[config.mk]
export PLATFORM = sky130hd
export DESIGN_NAME = cache_control_flat
export DESIGN_NICKNAME = d
export VERILOG_FILES = /design/src/rtl/cache_control_if.sv /design/src/rtl/cache_control.sv /design/src/flat_wrapper.sv
export SDC_FILE = /design/constraint.sdc
export NUM_CORES = 1
export LEC_CHECK = 0
export BUFFER_PORTS_ARGS = -buffer_cell sky130_fd_sc_hd__buf_2
export CORE_AREA = 2 2 232 234
export CTS_CLUSTER_DIAMETER = 40
export DETAILED_ROUTE_END_ITERATION = 8
export DIE_AREA = 0 0 234 236
export PLACE_DENSITY = 0.42
export SETUP_SLACK_MARGIN = 0.3
export SLEW_MARGIN = 20
export SYNTH_ARGS = -nofsm -noshare
export SYNTH_HDL_FRONTEND = slang
export SYNTH_SLANG_ARGS = --single-unit
export TNS_END_PERCENT = 1
[constraint.sdc]
create_clock -name clk -period 4.4 [get_ports clk]
set_input_delay 0.66 -clock clk [delete_from_list [all_inputs] [get_ports clk]]
set_output_delay 0.66 -clock clk [all_outputs]
set_load 0.005 [all_outputs]
[src/rtl/cache_control_if.sv]
// CPU, physical-memory and line-array signals of the L1 cache controller.
// Modport master is the controller; slave is the CPU / memory / array side.
interface cache_control_if;
    logic         mem_read;
    logic         mem_write;
    logic [15:0]  mem_address;
    logic [15:0]  mem_wdata;
    logic [1:0]   mem_byte_enable;
    logic         mem_resp;
    logic [15:0]  mem_rdata;

    logic         pmem_read;
    logic         pmem_write;
    logic [15:0]  pmem_address;
    logic [127:0] pmem_wdata;
    logic [127:0] pmem_rdata;
    logic         pmem_resp;

    logic [2:0]   array_index;
    logic         array_write;
    logic [127:0] array_datain;
    logic [127:0] array_dataout;

    modport master (
        input  mem_read, mem_write, mem_address, mem_wdata, mem_byte_enable,
        input  pmem_rdata, pmem_resp, array_dataout,
        output mem_resp, mem_rdata, pmem_read, pmem_write, pmem_address, pmem_wdata,
        output array_index, array_write, array_datain
    );

    modport slave (
        output mem_read, mem_write, mem_address, mem_wdata, mem_byte_enable,
        output pmem_rdata, pmem_resp, array_dataout,
        input  mem_resp, mem_rdata, pmem_read, pmem_write, pmem_address, pmem_wdata,
        input  array_index, array_write, array_datain
    );
endinterface

[src/rtl/cache_control.sv]
// Write-back, write-allocate controller for the direct-mapped LC3B L1 cache.
// Define CACHE_PERF_CNT_EN to add saturating hit_count / miss_count outputs.
module cache_control #(
    parameter int TAG_W = 9,
    parameter int LINES = 8
) (
    input  logic            clk,
    input  logic            reset_n,
    cache_control_if.master bus
`ifdef CACHE_PERF_CNT_EN
    ,
    output logic [15:0]     hit_count,
    output logic [15:0]     miss_count
`endif
);
    localparam int IDX_W = $clog2(LINES);

    typedef enum logic [1:0] {IDLE, WRITEBACK, FILL} state_e;

    state_e           state_q, state_d;
    logic [LINES-1:0] valid_q, valid_d;
    logic [LINES-1:0] dirty_q, dirty_d;
    logic [TAG_W-1:0] tag_q [LINES];
    logic             tag_we;

    logic [IDX_W-1:0] idx;
    logic [TAG_W-1:0] req_tag;
    logic [2:0]       word_sel;
    logic             req;
    logic             is_write;
    logic             hit;
    logic             unused_addr_lsb;

    function automatic logic [127:0] merge_word(input logic [127:0] line,
                                                input logic [2:0]   sel,
                                                input logic [15:0]  wdata,
                                                input logic [1:0]   be);
        logic [127:0] res;
        logic [15:0]  word;
        res  = line;
        word = line[{sel, 4'b0} +: 16];
        if (be[0]) word[7:0]  = wdata[7:0];
        if (be[1]) word[15:8] = wdata[15:8];
        res[{sel, 4'b0} +: 16] = word;
        return res;
    endfunction

    assign idx             = bus.mem_address[4 +: IDX_W];
    assign req_tag         = bus.mem_address[15 -: TAG_W];
    assign word_sel        = bus.mem_address[3:1];
    assign req             = bus.mem_read | bus.mem_write;
    // A simultaneous read and write is serviced as a write.
    assign is_write        = bus.mem_write;
    assign hit             = valid_q[idx] & (tag_q[idx] == req_tag);
    assign bus.array_index = bus.mem_address[6:4];
    assign unused_addr_lsb = bus.mem_address[0];

    always_comb begin
        state_d          = state_q;
        valid_d          = valid_q;
        dirty_d          = dirty_q;
        tag_we           = 1'b0;
        bus.mem_resp     = 1'b0;
        bus.mem_rdata    = '0;
        bus.pmem_read    = 1'b0;
        bus.pmem_write   = 1'b0;
        bus.pmem_address = '0;
        bus.pmem_wdata   = '0;
        bus.array_write  = 1'b0;
        bus.array_datain = '0;
        unique case (state_q)
            IDLE: begin
                if (req) begin
                    if (hit) begin
                        bus.mem_resp = 1'b1;
                        if (is_write) begin
                            bus.array_write  = 1'b1;
                            bus.array_datain = merge_word(bus.array_dataout, word_sel,
                                                          bus.mem_wdata, bus.mem_byte_enable);
                            dirty_d[idx]     = 1'b1;
                        end else begin
                            bus.mem_rdata = bus.array_dataout[{word_sel, 4'b0} +: 16];
                        end
                    end else if (valid_q[idx] & dirty_q[idx]) begin
                        state_d = WRITEBACK;
                    end else begin
                        state_d = FILL;
                    end
                end
            end
            WRITEBACK: begin
                bus.pmem_write   = 1'b1;
                bus.pmem_address = {tag_q[idx], idx, 4'b0};
                bus.pmem_wdata   = bus.array_dataout;
                if (bus.pmem_resp) begin
                    dirty_d[idx] = 1'b0;
                    state_d      = FILL;
                end
            end
            FILL: begin
                bus.pmem_read    = 1'b1;
                bus.pmem_address = {bus.mem_address[15:4], 4'b0};
                if (bus.pmem_resp) begin
                    bus.array_write  = 1'b1;
                    bus.array_datain = bus.pmem_rdata;
                    tag_we           = 1'b1;
                    valid_d[idx]     = 1'b1;
                    dirty_d[idx]     = 1'b0;
                    state_d          = IDLE;
                end
            end
            default: state_d = IDLE;
        endcase
    end

    always_ff @(posedge clk or negedge reset_n) begin
        if (!reset_n) begin
            state_q <= IDLE;
            valid_q <= '0;
            dirty_q <= '0;
        end else begin
            state_q <= state_d;
            valid_q <= valid_d;
            dirty_q <= dirty_d;
        end
    end

    // Tags are masked by valid, so they carry no reset.
    always_ff @(posedge clk) begin
        if (tag_we) tag_q[idx] <= req_tag;
    end

`ifdef CACHE_PERF_CNT_EN
    logic        miss_pend_q, miss_pend_d;
    logic [15:0] hit_cnt_q, hit_cnt_d;
    logic [15:0] miss_cnt_q, miss_cnt_d;
    logic        start_miss;

    function automatic logic [15:0] sat_inc(input logic [15:0] v);
        return (v == 16'hFFFF) ? v : v + 16'd1;
    endfunction

    assign start_miss = (state_q == IDLE) && (state_d != IDLE);

    // miss_pend marks the first IDLE cycle after a miss so its response is not a hit.
    always_comb begin
        miss_pend_d = miss_pend_q;
        hit_cnt_d   = hit_cnt_q;
        miss_cnt_d  = miss_cnt_q;
        if (state_q == IDLE) begin
            miss_pend_d = start_miss;
            if (start_miss) miss_cnt_d = sat_inc(miss_cnt_q);
            if (bus.mem_resp && !miss_pend_q) hit_cnt_d = sat_inc(hit_cnt_q);
        end
    end

    always_ff @(posedge clk or negedge reset_n) begin
        if (!reset_n) begin
            miss_pend_q <= 1'b0;
            hit_cnt_q   <= '0;
            miss_cnt_q  <= '0;
        end else begin
            miss_pend_q <= miss_pend_d;
            hit_cnt_q   <= hit_cnt_d;
            miss_cnt_q  <= miss_cnt_d;
        end
    end

    assign hit_count  = hit_cnt_q;
    assign miss_count = miss_cnt_q;
`endif
endmodule

[src/flat_wrapper.sv]
// flat-port wrapper written by rule: the top's interface ports become plain ports
module cache_control_flat 
#(
    parameter int TAG_W = 9,
    parameter int LINES = 8
)
  (clk, reset_n, bus_mem_read, bus_mem_write, bus_mem_address, bus_mem_wdata, bus_mem_byte_enable, bus_pmem_rdata, bus_pmem_resp, bus_array_dataout, bus_mem_resp, bus_mem_rdata, bus_pmem_read, bus_pmem_write, bus_pmem_address, bus_pmem_wdata, bus_array_index, bus_array_write, bus_array_datain);
  cache_control_if bus_i ();
  input  logic clk;
  input  logic reset_n;
  input wire logic [$bits(bus_i.mem_read)-1:0] bus_mem_read;
  input wire logic [$bits(bus_i.mem_write)-1:0] bus_mem_write;
  input wire logic [$bits(bus_i.mem_address)-1:0] bus_mem_address;
  input wire logic [$bits(bus_i.mem_wdata)-1:0] bus_mem_wdata;
  input wire logic [$bits(bus_i.mem_byte_enable)-1:0] bus_mem_byte_enable;
  input wire logic [$bits(bus_i.pmem_rdata)-1:0] bus_pmem_rdata;
  input wire logic [$bits(bus_i.pmem_resp)-1:0] bus_pmem_resp;
  input wire logic [$bits(bus_i.array_dataout)-1:0] bus_array_dataout;
  output wire logic [$bits(bus_i.mem_resp)-1:0] bus_mem_resp;
  output wire logic [$bits(bus_i.mem_rdata)-1:0] bus_mem_rdata;
  output wire logic [$bits(bus_i.pmem_read)-1:0] bus_pmem_read;
  output wire logic [$bits(bus_i.pmem_write)-1:0] bus_pmem_write;
  output wire logic [$bits(bus_i.pmem_address)-1:0] bus_pmem_address;
  output wire logic [$bits(bus_i.pmem_wdata)-1:0] bus_pmem_wdata;
  output wire logic [$bits(bus_i.array_index)-1:0] bus_array_index;
  output wire logic [$bits(bus_i.array_write)-1:0] bus_array_write;
  output wire logic [$bits(bus_i.array_datain)-1:0] bus_array_datain;
  assign bus_i.mem_read = bus_mem_read;
  assign bus_i.mem_write = bus_mem_write;
  assign bus_i.mem_address = bus_mem_address;
  assign bus_i.mem_wdata = bus_mem_wdata;
  assign bus_i.mem_byte_enable = bus_mem_byte_enable;
  assign bus_i.pmem_rdata = bus_pmem_rdata;
  assign bus_i.pmem_resp = bus_pmem_resp;
  assign bus_i.array_dataout = bus_array_dataout;
  assign bus_mem_resp = bus_i.mem_resp;
  assign bus_mem_rdata = bus_i.mem_rdata;
  assign bus_pmem_read = bus_i.pmem_read;
  assign bus_pmem_write = bus_i.pmem_write;
  assign bus_pmem_address = bus_i.pmem_address;
  assign bus_pmem_wdata = bus_i.pmem_wdata;
  assign bus_array_index = bus_i.array_index;
  assign bus_array_write = bus_i.array_write;
  assign bus_array_datain = bus_i.array_datain;
  cache_control #(.TAG_W(TAG_W), .LINES(LINES)) u_core (.clk(clk), .reset_n(reset_n), .bus(bus_i));
endmodule
==> impl_metrics.env <==
export IMPL_status="completed"
export IMPL_clkSlewWorstSetupHoldPaths_ns=0.06
export IMPL_fin_nets=1900
export IMPL_hold_buffers=0
export IMPL_setup_slack_ns=0.380
export IMPL_power_density_nw_per_um2=295
export IMPL_grt_start_max_net_pins=97
export IMPL_root_buffer="clkbuf_16"
export IMPL_syn_avg_cell_area_um2=8.76
export IMPL_drtPass1Iterations=5
export IMPL_path_max_fanout=23
export IMPL_yosys_register_bits=90
export IMPL_synth_flop_cell="edfxtp_1"
export IMPL_worst_slew_pin_slew_ns=1.26
export IMPL_gr_total_overflow=0
export IMPL_slew_headroom=0.153
export IMPL_cp_slowest_cell="a31oi_1"
export IMPL_rsz0062_at_grt="yes"
export IMPL_maxCapViolCount=0
export IMPL_leakagePower_nw=6.46
export IMPL_finalCritPeriodShare=0.914
export IMPL_synth_cell_type_count=53
export IMPL_numCtsBuffers=9
export IMPL_synth_edf_count=72
export IMPL_fmax_ghz=0.249
export IMPL_preCtsSetupSlack_ns=0.0524
export IMPL_fin_skew_ns=0.00845
export IMPL_critPathCaptureType="output pin"
export IMPL_dieArea_um2=55200
export IMPL_start_util=0.169
export IMPL_area_growth_pct=49.4
export IMPL_fin_cells=2306
export IMPL_yosys_warnings=0
export IMPL_synth_async_reset_ratio=0.200
export IMPL_setup_viol=0
export IMPL_cp_common_cell="buf_4"
export IMPL_synth_seq_area_share=0.291
export IMPL_finalHoldViolations=0
export IMPL_drtIter0Drc=703
export IMPL_row_count=85
export IMPL_crit_chain="buf_4, buf_4, mux4_2, nand2_1, a31oi_1, mux2i_1, o21ai_0, buf_2"
export IMPL_cts_tree="yes"
export IMPL_min_delay_path_class="in -> async"
export IMPL_portBuffers=584
export IMPL_htreeDepth=3
export IMPL_remaining_drc_errors=0
export IMPL_ant_nets=0
export IMPL_cts_max_path_buffers=2
export IMPL_crit_type="in -> out"
export IMPL_postSynthCellCount=1025
export IMPL_routed_wl_um=54100
export IMPL_vias=10500
export IMPL_track_usage=0.185
export IMPL_ios=590
export IMPL_start_kind="primary input"
export IMPL_clock_sinks=90
export IMPL_syn_area_um2=8970
export IMPL_layout_commonest_cell="buf_2"
export IMPL_chipHeight_um=236
export IMPL_grt_first_pass_wirelength_um=73900
export IMPL_drv_slew=0
export IMPL_vias_per_cell=4.55
export IMPL_final_setup_tns_ns=0
export IMPL_max_stage_delay_ns=0.95
export IMPL_power_mw=3.96
export IMPL_drive_above_1_share=0.468
export IMPL_critPathRequiredTime_ns=3.74
export IMPL_finalCriticalPeriod_ns=4.02
export IMPL_reg2reg_slack_ns=1.64
export IMPL_gp_congestion=0.930
export IMPL_core_um2=53100
export IMPL_dpl_hpwl_um=44500
export IMPL_peakVddDrop_v=0.000187
export IMPL_dpl_cell_count=2278
export IMPL_clock_latency_ns=0.34
export IMPL_die_x_um=234
export IMPL_avgRoutedWirePerCell_um=23.5
export IMPL_grt_pass1_vias=10300
export IMPL_layout_common_cells="581 x buf_2, 186 x nand2_1, 140 x mux2i_1"
export IMPL_antenna_found_initial=16
export IMPL_cp_arrival_ns=3.36
[synth_stat cells (3+ instances only)]
master	number	area share
o21ai_2	9	0.0088
edfxtp_1	72	0.24
a31oi_1	16	0.011
xnor2_1	6	0.0059
nor2b_1	12	0.0084
o21ai_0	128	0.071
buf_4	7	0.0059
mux2i_1	142	0.16
dfrtp_1	18	0.050
nor3_1	8	0.0045
buf_1	4	0.0017
a221oi_1	8	0.0078
inv_1	11	0.0046
or2_2	9	0.0063
ha_1	6	0.0084
clkbuf_1	63	0.026
buf_6	5	0.0063
mux4_2	46	0.12
a22oi_1	9	0.0075
and2_1	140	0.098
buf_2	11	0.0061
nand2_1	186	0.078
nor2_1	43	0.018
a21oi_1	26	0.014
nand2b_1	3	0.0021
[kinds of logic (layout without fill, tap and decap cells)]
group	after synthesis	after routing	synth area share
compound gates	208	208	0.132
xor+xnor	8	8	0.00781
fa+ha+maj	6	6	0.00836
buf+inv	102	677	0.0513
flops	90	90	0.291
mux	191	191	0.279
other cells	1	11	0.000418
simple gates	419	419	0.230
[area by class of cell]
class,instances,area (um^2)
multi-input cells,836,6040
clock inverters,5,32.5
inverters,12,45.0
clock buffers,10,229
diodes,7,17.5
repair buffers,650,3560
flip-flops and latches,90,2610
fillers,5896,39700
well taps,696,871
[worst max-delay path: cells and delay by family]
family | cells | cell delay [ns]
multiplexers | 2 | 0.50
AND/OR/NAND/NOR | 1 | 0.10
buffers and inverters | 3 | 0.89
AO/OA/AOI/OAI | 2 | 1.17
[stage by stage]
stage               hold WS, ns   util  cell area [um^2]
finish                    0.256  0.253             13400
global route              0.277  0.252             13400
CTS                       0.260  0.250             13300
detailed placement        0.451  0.245             13000
global placement          0.449  0.245             13000
floorplan                 0.364      -              8990
[final timing paths]
kind                                          startpoint                       endpoint  cells after the start
max reg2reg                 u_core.tag_q[7][0]$_DFFE_PP_  u_core.state_q[0]$_DFFE_PN0P_                      9
min in group clk           u_core.valid_q[0]$_DFFE_PN0P_  u_core.valid_q[0]$_DFFE_PN0P_                      1
min                                              reset_n  u_core.valid_q[5]$_DFFE_PN0P_                      1
min reg2reg                u_core.valid_q[0]$_DFFE_PN0P_  u_core.valid_q[0]$_DFFE_PN0P_                      1
max                                   bus_mem_address[1]          bus_array_datain[105]                      8
max in group asynchronous                        reset_n  u_core.state_q[1]$_DFFE_PN0P_                      1
[sequential cells by signal (all words and copies together), names as in the netlist, named ones only]
name            flops
u_core.tag_q       72
u_core.valid_q      8
u_core.state_q      2
[per-layer routing]
metal	GRT usage	part of all wire
met2	0.301	0.46
met4	0.0234	0.0080
met1	0.253	0.43
met5	0	0.0019
met3	0.0441	0.094
[timing repair]
item | 4_1_cts | 5_1_grt
resized for setup | 4 | 9
pin swaps | 0 | 3
setup endpoints to repair | 91 | 110
endpoints found under the hold margin | 0 | 0
cloned | 0 | 1
buffers inserted | 0 | 5
[where the power goes]
part | switching, mW | internal [mW] | total [mW]
logic | 1.27 | 0.930 | 2.20
registers | 0.0507 | 1.02 | 1.07
clock network | 0.311 | 0.378 | 0.688
No activity file was read; power rests on OpenSTA's default activity.
